<file path="src/rtl/pixel_addr_gen.sv">
// pixel_addr_gen -- raster-order pixel address walker.
//
// Walks a rectangular pixel region (x0, y0, w, h) row by row. For each pixel
// it emits one beat (out_x, out_y, out_addr) on a valid/ready stream, where
// out_addr = base_addr + out_y*stride + (out_x << bpp_log2), modulo 2^ADDR_W.
// The only multiply is the start-of-region address, registered in LOAD.
// Every later address comes from incremental adders.
//
// Ports:
//   clk, rst           clock, asynchronous active-high reset
//   start              job request, sampled only while idle
//   base_addr, stride  byte address of pixel (0,0), bytes per frame line
//   bpp_log2           log2 of bytes per pixel
//   x0, y0, w, h       region origin and size in pixels
//   busy, done         job in progress / one-cycle completion pulse
//   out_valid/ready    beat handshake
//   out_x, out_y       pixel coordinates of the current beat
//   out_addr, out_last byte address of the current beat, final-beat marker
//
// Optional feature (macro PIXEL_ADDR_GEN_LIMIT_EN): adds input limit_addr,
// latched at start, and output out_oob. out_oob flags beats whose address is
// >= limit_addr. Such beats are still emitted.

module pixel_addr_gen #(
    parameter int COORD_W    = 10,
    parameter int ADDR_W     = 32,
    parameter int BPP_LOG2_W = 3
) (
    input  logic                  clk,
    input  logic                  rst,
    input  logic                  start,
    input  logic [ADDR_W-1:0]     base_addr,
    input  logic [ADDR_W-1:0]     stride,
    input  logic [BPP_LOG2_W-1:0] bpp_log2,
    input  logic [COORD_W-1:0]    x0,
    input  logic [COORD_W-1:0]    y0,
    input  logic [COORD_W-1:0]    w,
    input  logic [COORD_W-1:0]    h,
    output logic                  busy,
    output logic                  done,
    output logic                  out_valid,
    input  logic                  out_ready,
    output logic [COORD_W-1:0]    out_x,
    output logic [COORD_W-1:0]    out_y,
    output logic [ADDR_W-1:0]     out_addr,
    output logic                  out_last
`ifdef PIXEL_ADDR_GEN_LIMIT_EN
    ,
    input  logic [ADDR_W-1:0]     limit_addr,
    output logic                  out_oob
`endif
);

    typedef enum logic [1:0] {IDLE, LOAD, RUN, FIN} state_t;

    state_t                  state;
    logic [ADDR_W-1:0]       base_q;
    logic [ADDR_W-1:0]       stride_q;
    logic [BPP_LOG2_W-1:0]   bpp_q;
    logic [COORD_W-1:0]      x0_q;
    logic [COORD_W-1:0]      y0_q;
    logic [COORD_W-1:0]      x_end;     // x0 + w - 1
    logic [COORD_W-1:0]      y_end;     // y0 + h - 1
    logic [ADDR_W-1:0]       row_addr;  // address of pixel (x0, out_y)
`ifdef PIXEL_ADDR_GEN_LIMIT_EN
    logic [ADDR_W-1:0]       limit_q;
`endif

    logic [ADDR_W-1:0]       pix_bytes;
    logic [COORD_W-1:0]      nxt_x;
    logic [COORD_W-1:0]      nxt_y;
    logic [ADDR_W-1:0]       nxt_addr;
    logic [ADDR_W-1:0]       nxt_row;
    logic                    nxt_last;
    logic                    load_beat;

    assign pix_bytes = ADDR_W'(1) << bpp_q;

    // A new beat enters the output register when nothing is held yet, or
    // when a non-final beat is consumed.
    assign load_beat = (state == RUN) && (!out_valid || (out_ready && !out_last));

    // Next-beat computation. An empty output register takes the first beat
    // straight from row_addr. The end of a row rolls to the next row.
    always_comb begin
        // NOTE: every signal gets a default first so no path leaves one unassigned (no latch).
        nxt_x    = out_x;
        nxt_y    = out_y;
        nxt_addr = out_addr;
        nxt_row  = row_addr;
        if (!out_valid) begin
            nxt_x    = x0_q;
            nxt_y    = y0_q;
            nxt_addr = row_addr;
        end else if (out_x == x_end) begin
            nxt_x    = x0_q;
            nxt_y    = out_y + COORD_W'(1);
            nxt_row  = row_addr + stride_q;
            nxt_addr = row_addr + stride_q;
        end else begin
            nxt_x    = out_x + COORD_W'(1);
            nxt_addr = out_addr + pix_bytes;
        end
        nxt_last = (nxt_x == x_end) && (nxt_y == y_end);
    end

    always_ff @(posedge clk or posedge rst) begin
        if (rst) begin
            // NOTE: sequential state uses non-blocking assignments only, so every register samples pre-edge values.
            state     <= IDLE;
            base_q    <= '0;
            stride_q  <= '0;
            bpp_q     <= '0;
            x0_q      <= '0;
            y0_q      <= '0;
            x_end     <= '0;
            y_end     <= '0;
            row_addr  <= '0;
            busy      <= 1'b0;
            done      <= 1'b0;
            out_valid <= 1'b0;
            out_x     <= '0;
            out_y     <= '0;
            out_addr  <= '0;
            out_last  <= 1'b0;
`ifdef PIXEL_ADDR_GEN_LIMIT_EN
            limit_q   <= '0;
            out_oob   <= 1'b0;
`endif
        end else begin
            case (state)
                IDLE: begin
                    done <= 1'b0;
                    if (start) begin
                        base_q   <= base_addr;
                        stride_q <= stride;
                        bpp_q    <= bpp_log2;
                        x0_q     <= x0;
                        y0_q     <= y0;
                        x_end    <= x0 + w - COORD_W'(1);
                        y_end    <= y0 + h - COORD_W'(1);
`ifdef PIXEL_ADDR_GEN_LIMIT_EN
                        limit_q  <= limit_addr;
`endif
                        busy     <= 1'b1;
                        state    <= (w == '0 || h == '0) ? FIN : LOAD;
                    end
                end
                LOAD: begin
                    row_addr <= base_q + ADDR_W'(y0_q) * stride_q
                                + (ADDR_W'(x0_q) << bpp_q);
                    state    <= RUN;
                end
                RUN: begin
                    if (load_beat) begin
                        out_valid <= 1'b1;
                        out_x     <= nxt_x;
                        out_y     <= nxt_y;
                        out_addr  <= nxt_addr;
                        out_last  <= nxt_last;
                        row_addr  <= nxt_row;
`ifdef PIXEL_ADDR_GEN_LIMIT_EN
                        out_oob   <= (nxt_addr >= limit_q);
`endif
                    end else if (out_valid && out_ready && out_last) begin
                        out_valid <= 1'b0;
                        out_last  <= 1'b0;
`ifdef PIXEL_ADDR_GEN_LIMIT_EN
                        out_oob   <= 1'b0;
`endif
                        state     <= FIN;
                    end
                end
                FIN: begin
                    done  <= 1'b1;
                    busy  <= 1'b0;
                    state <= IDLE;
                end
                default: state <= IDLE;
            endcase
        end
    end

endmodule

</file>
<file path="config.mk">
export PLATFORM = sky130hd
export DESIGN_NAME = pixel_addr_gen
export DESIGN_NICKNAME = d
export VERILOG_FILES = /design/src/rtl/pixel_addr_gen.sv
export SDC_FILE = /design/constraint.sdc
export NUM_CORES = 1
export LEC_CHECK = 0
export CORE_ASPECT_RATIO = 1.5
export CORE_UTILIZATION = 53
export CTS_CLUSTER_DIAMETER = 100
export DETAILED_ROUTE_END_ITERATION = 7
export PLACE_DENSITY = 0.73
export SYNTH_ARGS = -nofsm -noshare
export SYNTH_HDL_FRONTEND = slang
export SYNTH_SLANG_ARGS = --single-unit
export TNS_END_PERCENT = 30
</file>
<file path="constraint.sdc">
create_clock -name clk -period 18.5 [get_ports clk]
set_input_delay 3.7 -clock clk [delete_from_list [all_inputs] [get_ports clk]]
set_output_delay 3.7 -clock clk [all_outputs]
set_load 0.01 [all_outputs]
</file>
==> metrics.yaml <==
use_met2_pct: 52.73
synth_top_family_by_area: "adder cells"
route.detailed.drc: 0
reg2reg_from: "bpp_q[1]$_DFFE_PP0P_"
min_path_type: "reg -> reg"
synthAdderAreaFrac_pct: 30.08
finalMaxSlewViolations: 0
synth_top_area_share_pct: 22.26
fin_skew_ns: 0.01398
max_slew_margin_pct: 26.57
path_delay_family: "adder cells"
gp_congestion: 0.9493
worst_pin_slew_ns: 1.101
cts_max_level: 4
grt_util_met1_pct: 36.99
rr_endpoint: "row_addr[30]$_DFFE_PP0P_"
async_flop_share_pct: 100.0
initial_core_util_pct: 54.04
nets: 3131
clock-sinks: 197
first_pass_iters: 7
endpoint_kind: "flop"
io_buffers: 166
hold_depth: 2
num_rows: 91
cts_tree: "done"
num_io_pins: 167
critical_path.max_fanout: 21
dieArea_sq_mm: 0.04310
core_sq_mm: 0.04144
syn_avg_cell_area_sq_um: 8.752
cts_setup_buffers: 0
slowest_delay_ns: 0.76
first_iter_violations: 1275
synth-xor-area-share_pct: 5.397
synth.largest_area_cell: "fa_1"
grt_pass1_wl_um: 100200
required_ns: 18.88
synth_edf_count: 0
hold_viol_final: 0
grt_start_max_net_pins: 94
clockBufferDepth: 2
die_w_um: 169.8
syn_inst: 2559
synthTopCellsByArea: "fa_1 (22%), dfrtp_1 (22%), ha_1 (7.8%)"
viasPerCell: 5.765
holdBufCountCts: 0
r2r_cells: 21
crit_type: "reg -> reg"
cts_resized: 0
setup_viol: 0
rrSetupSlack_ns: 12.17
drive_gt1_share_pct: 5.488
antennaDiodeCount: 0
synth_cell_types: 72
grt.met3_usage_pct: 4.361
final_cell_mix: "inv_1 (367), nand2_1 (323), fa_1 (249)"
wl_per_cell_um: 19.47
routed_wl_um: 62290
cts_buffers: 17
antenna_found_initial: 0
synthMuxAreaShare_pct: 4.894
cp_num_buf_inv: 2
die_h_um: 253.8
ant_nets: 0
hold_end: "y0_q[5]$_DFFE_PP0P_"
critical_path.cell_chain: "mux2_2 -> nor2_1 -> a21oi_1 -> nand2_1 -> o21ai_0 -> fa_1 -> fa_1 -> fa_1 -> inv_1 -> fa_1 -> inv_1 -> ha_1 -> nand4b_1 -> nand3_1 -> a41oi_1 -> o211a_1 -> nor3_1 -> a31o_2 -> and4_1 -> o21ai_0 -> and3_1"
synth-compound-area-share_pct: 13.63
layout_setup_ws_ns: 12.17
ys_ff_latch: 197
mostFrequentLayoutCell: "inv_1"
synth_flop_cell: "dfrtp_1"
overflow: 0
cp.depth: 21
hp-start: "y0_q[5]$_DFFE_PP0P_"
fin_crit_ns: 6.331
status: "finished, final reports clean"
critPathLaunch: "bpp_q[1]$_DFFE_PP0P_"
yosysSeqAreaShare_pct: 22.01
drv_cap: 0
arrival_ns: 6.71
clk_latency_ns: 0.48
area_growth_pct: 11.54
yosys.area_share.simple_pct: 15.55
grt_use_total_pct: 30.26
first_global_vias: 19060
start_kind: "flop"
synth.cell_area_sq_mm: 0.02240
syn_nets: 3059
clk_pin_slew_worst_paths_ns: 0.08
hpwlAfterDp_um: 48040
max_freq_mhz: 158.0
rsz0062_at_grt: "no"
crit_slowest_cell: "dfrtp_1"
vias: 18450
clockRootBuffer: "clkbuf_16"
cp_common_cell: "fa_1"
fin_crit_sh_pct: 34.22
top_usage_layer: "met2"
fin_setup_tns_ns: 0
ys_warn_count: 0
dp_slack_ns: 11.92
## cells in the mapped netlist, types with 35 or more instances
cell and number:
ha_1 140, xor2_1 51, a21oi_1 149, fa_1 249, inv_1 368, nor2_1 120
a21o_1 35, and2_1 123, dfrtp_1 197, clkbuf_1 116, mux2_2 76, o21ai_0 146
xnor2_1 87, nand2_1 325
## metrics by stage
step	hold WS, ns	std cells	utilization (%)	instance area, sq um
final	0.4991	3200	60.27	24980
after global routing	0.5173	3200	60.27	24980
after CTS	0.5087	3200	60.27	24980
after detailed placement	0.4926	3170	58.95	24430
after global placement	0.4676	3170	58.95	24430
after floorplan	0.4652	2559	-	22400
## kinds of logic (layout without fill, tap and decap cells)
logic type                 after synthesis  after routing
and+or+nand+nor                        737            737
buffers and inverters                  503            586
AOI/OAI and AO/OA                      495            495
adders and majority gates              389            389
DFF                                    197            197
xor gates and xnor gates               138            138
muxes                                  100            100
## layer usage
layer / up-vias / wire [um]
met5: - / 0
met4: 0 / 2393
met3: 161 / 3301
met2: 661 / 31860
met1: 9147 / 24730
li1: 8479 / -
## area by class of cell
class                      instances  area [sq um]
inverter                         369          1393
sequential                       197          4931
tap                              558         698.2
timing repair buffer             187          1819
clock inverter                    12         120.1
multi-input combinational       1859         15590
clock buffer                      18         429.2
fill                            3646         16460
## how the worst max path moves through the flow
stage	endpoint	slack (ns)
5_1_grt	row_addr[30]$_DFFE_PP0P_	11.78
6_report	row_addr[30]$_DFFE_PP0P_	12.17
2_1_floorplan	base_q[0]$_DFFE_PP0P_	9.43
3_3_place_gp	x_end[9]$_DFFE_PP0P_	12.04
4_1_cts	row_addr[30]$_DFFE_PP0P_	12.19
3_5_place_dp	y_end[9]$_DFFE_PP0P_	11.92
## sequential cells by signal, indices dropped and copies added, names as in the netlist
name       cells
base_q        32
out_addr      32
row_addr      32
stride_q      32
out_x         10
out_y         10
x0_q          10
x_end         10
y0_q          10
y_end         10
bpp_q          3
state          2
busy           1
done           1
out_last       1
out_valid      1
## worst min-delay path, delay by kind of cell (launching register included)
| family | cells | cell delay [ns] |
|---|---|---|
| flops | 1 | 0.35 |
| compound gates | 1 | 0.07 |
| simple gates | 1 | 0.05 |
Power is not shown: default switching activity piles up to over one toggle a cycle in this logic, so the estimate is an artifact.
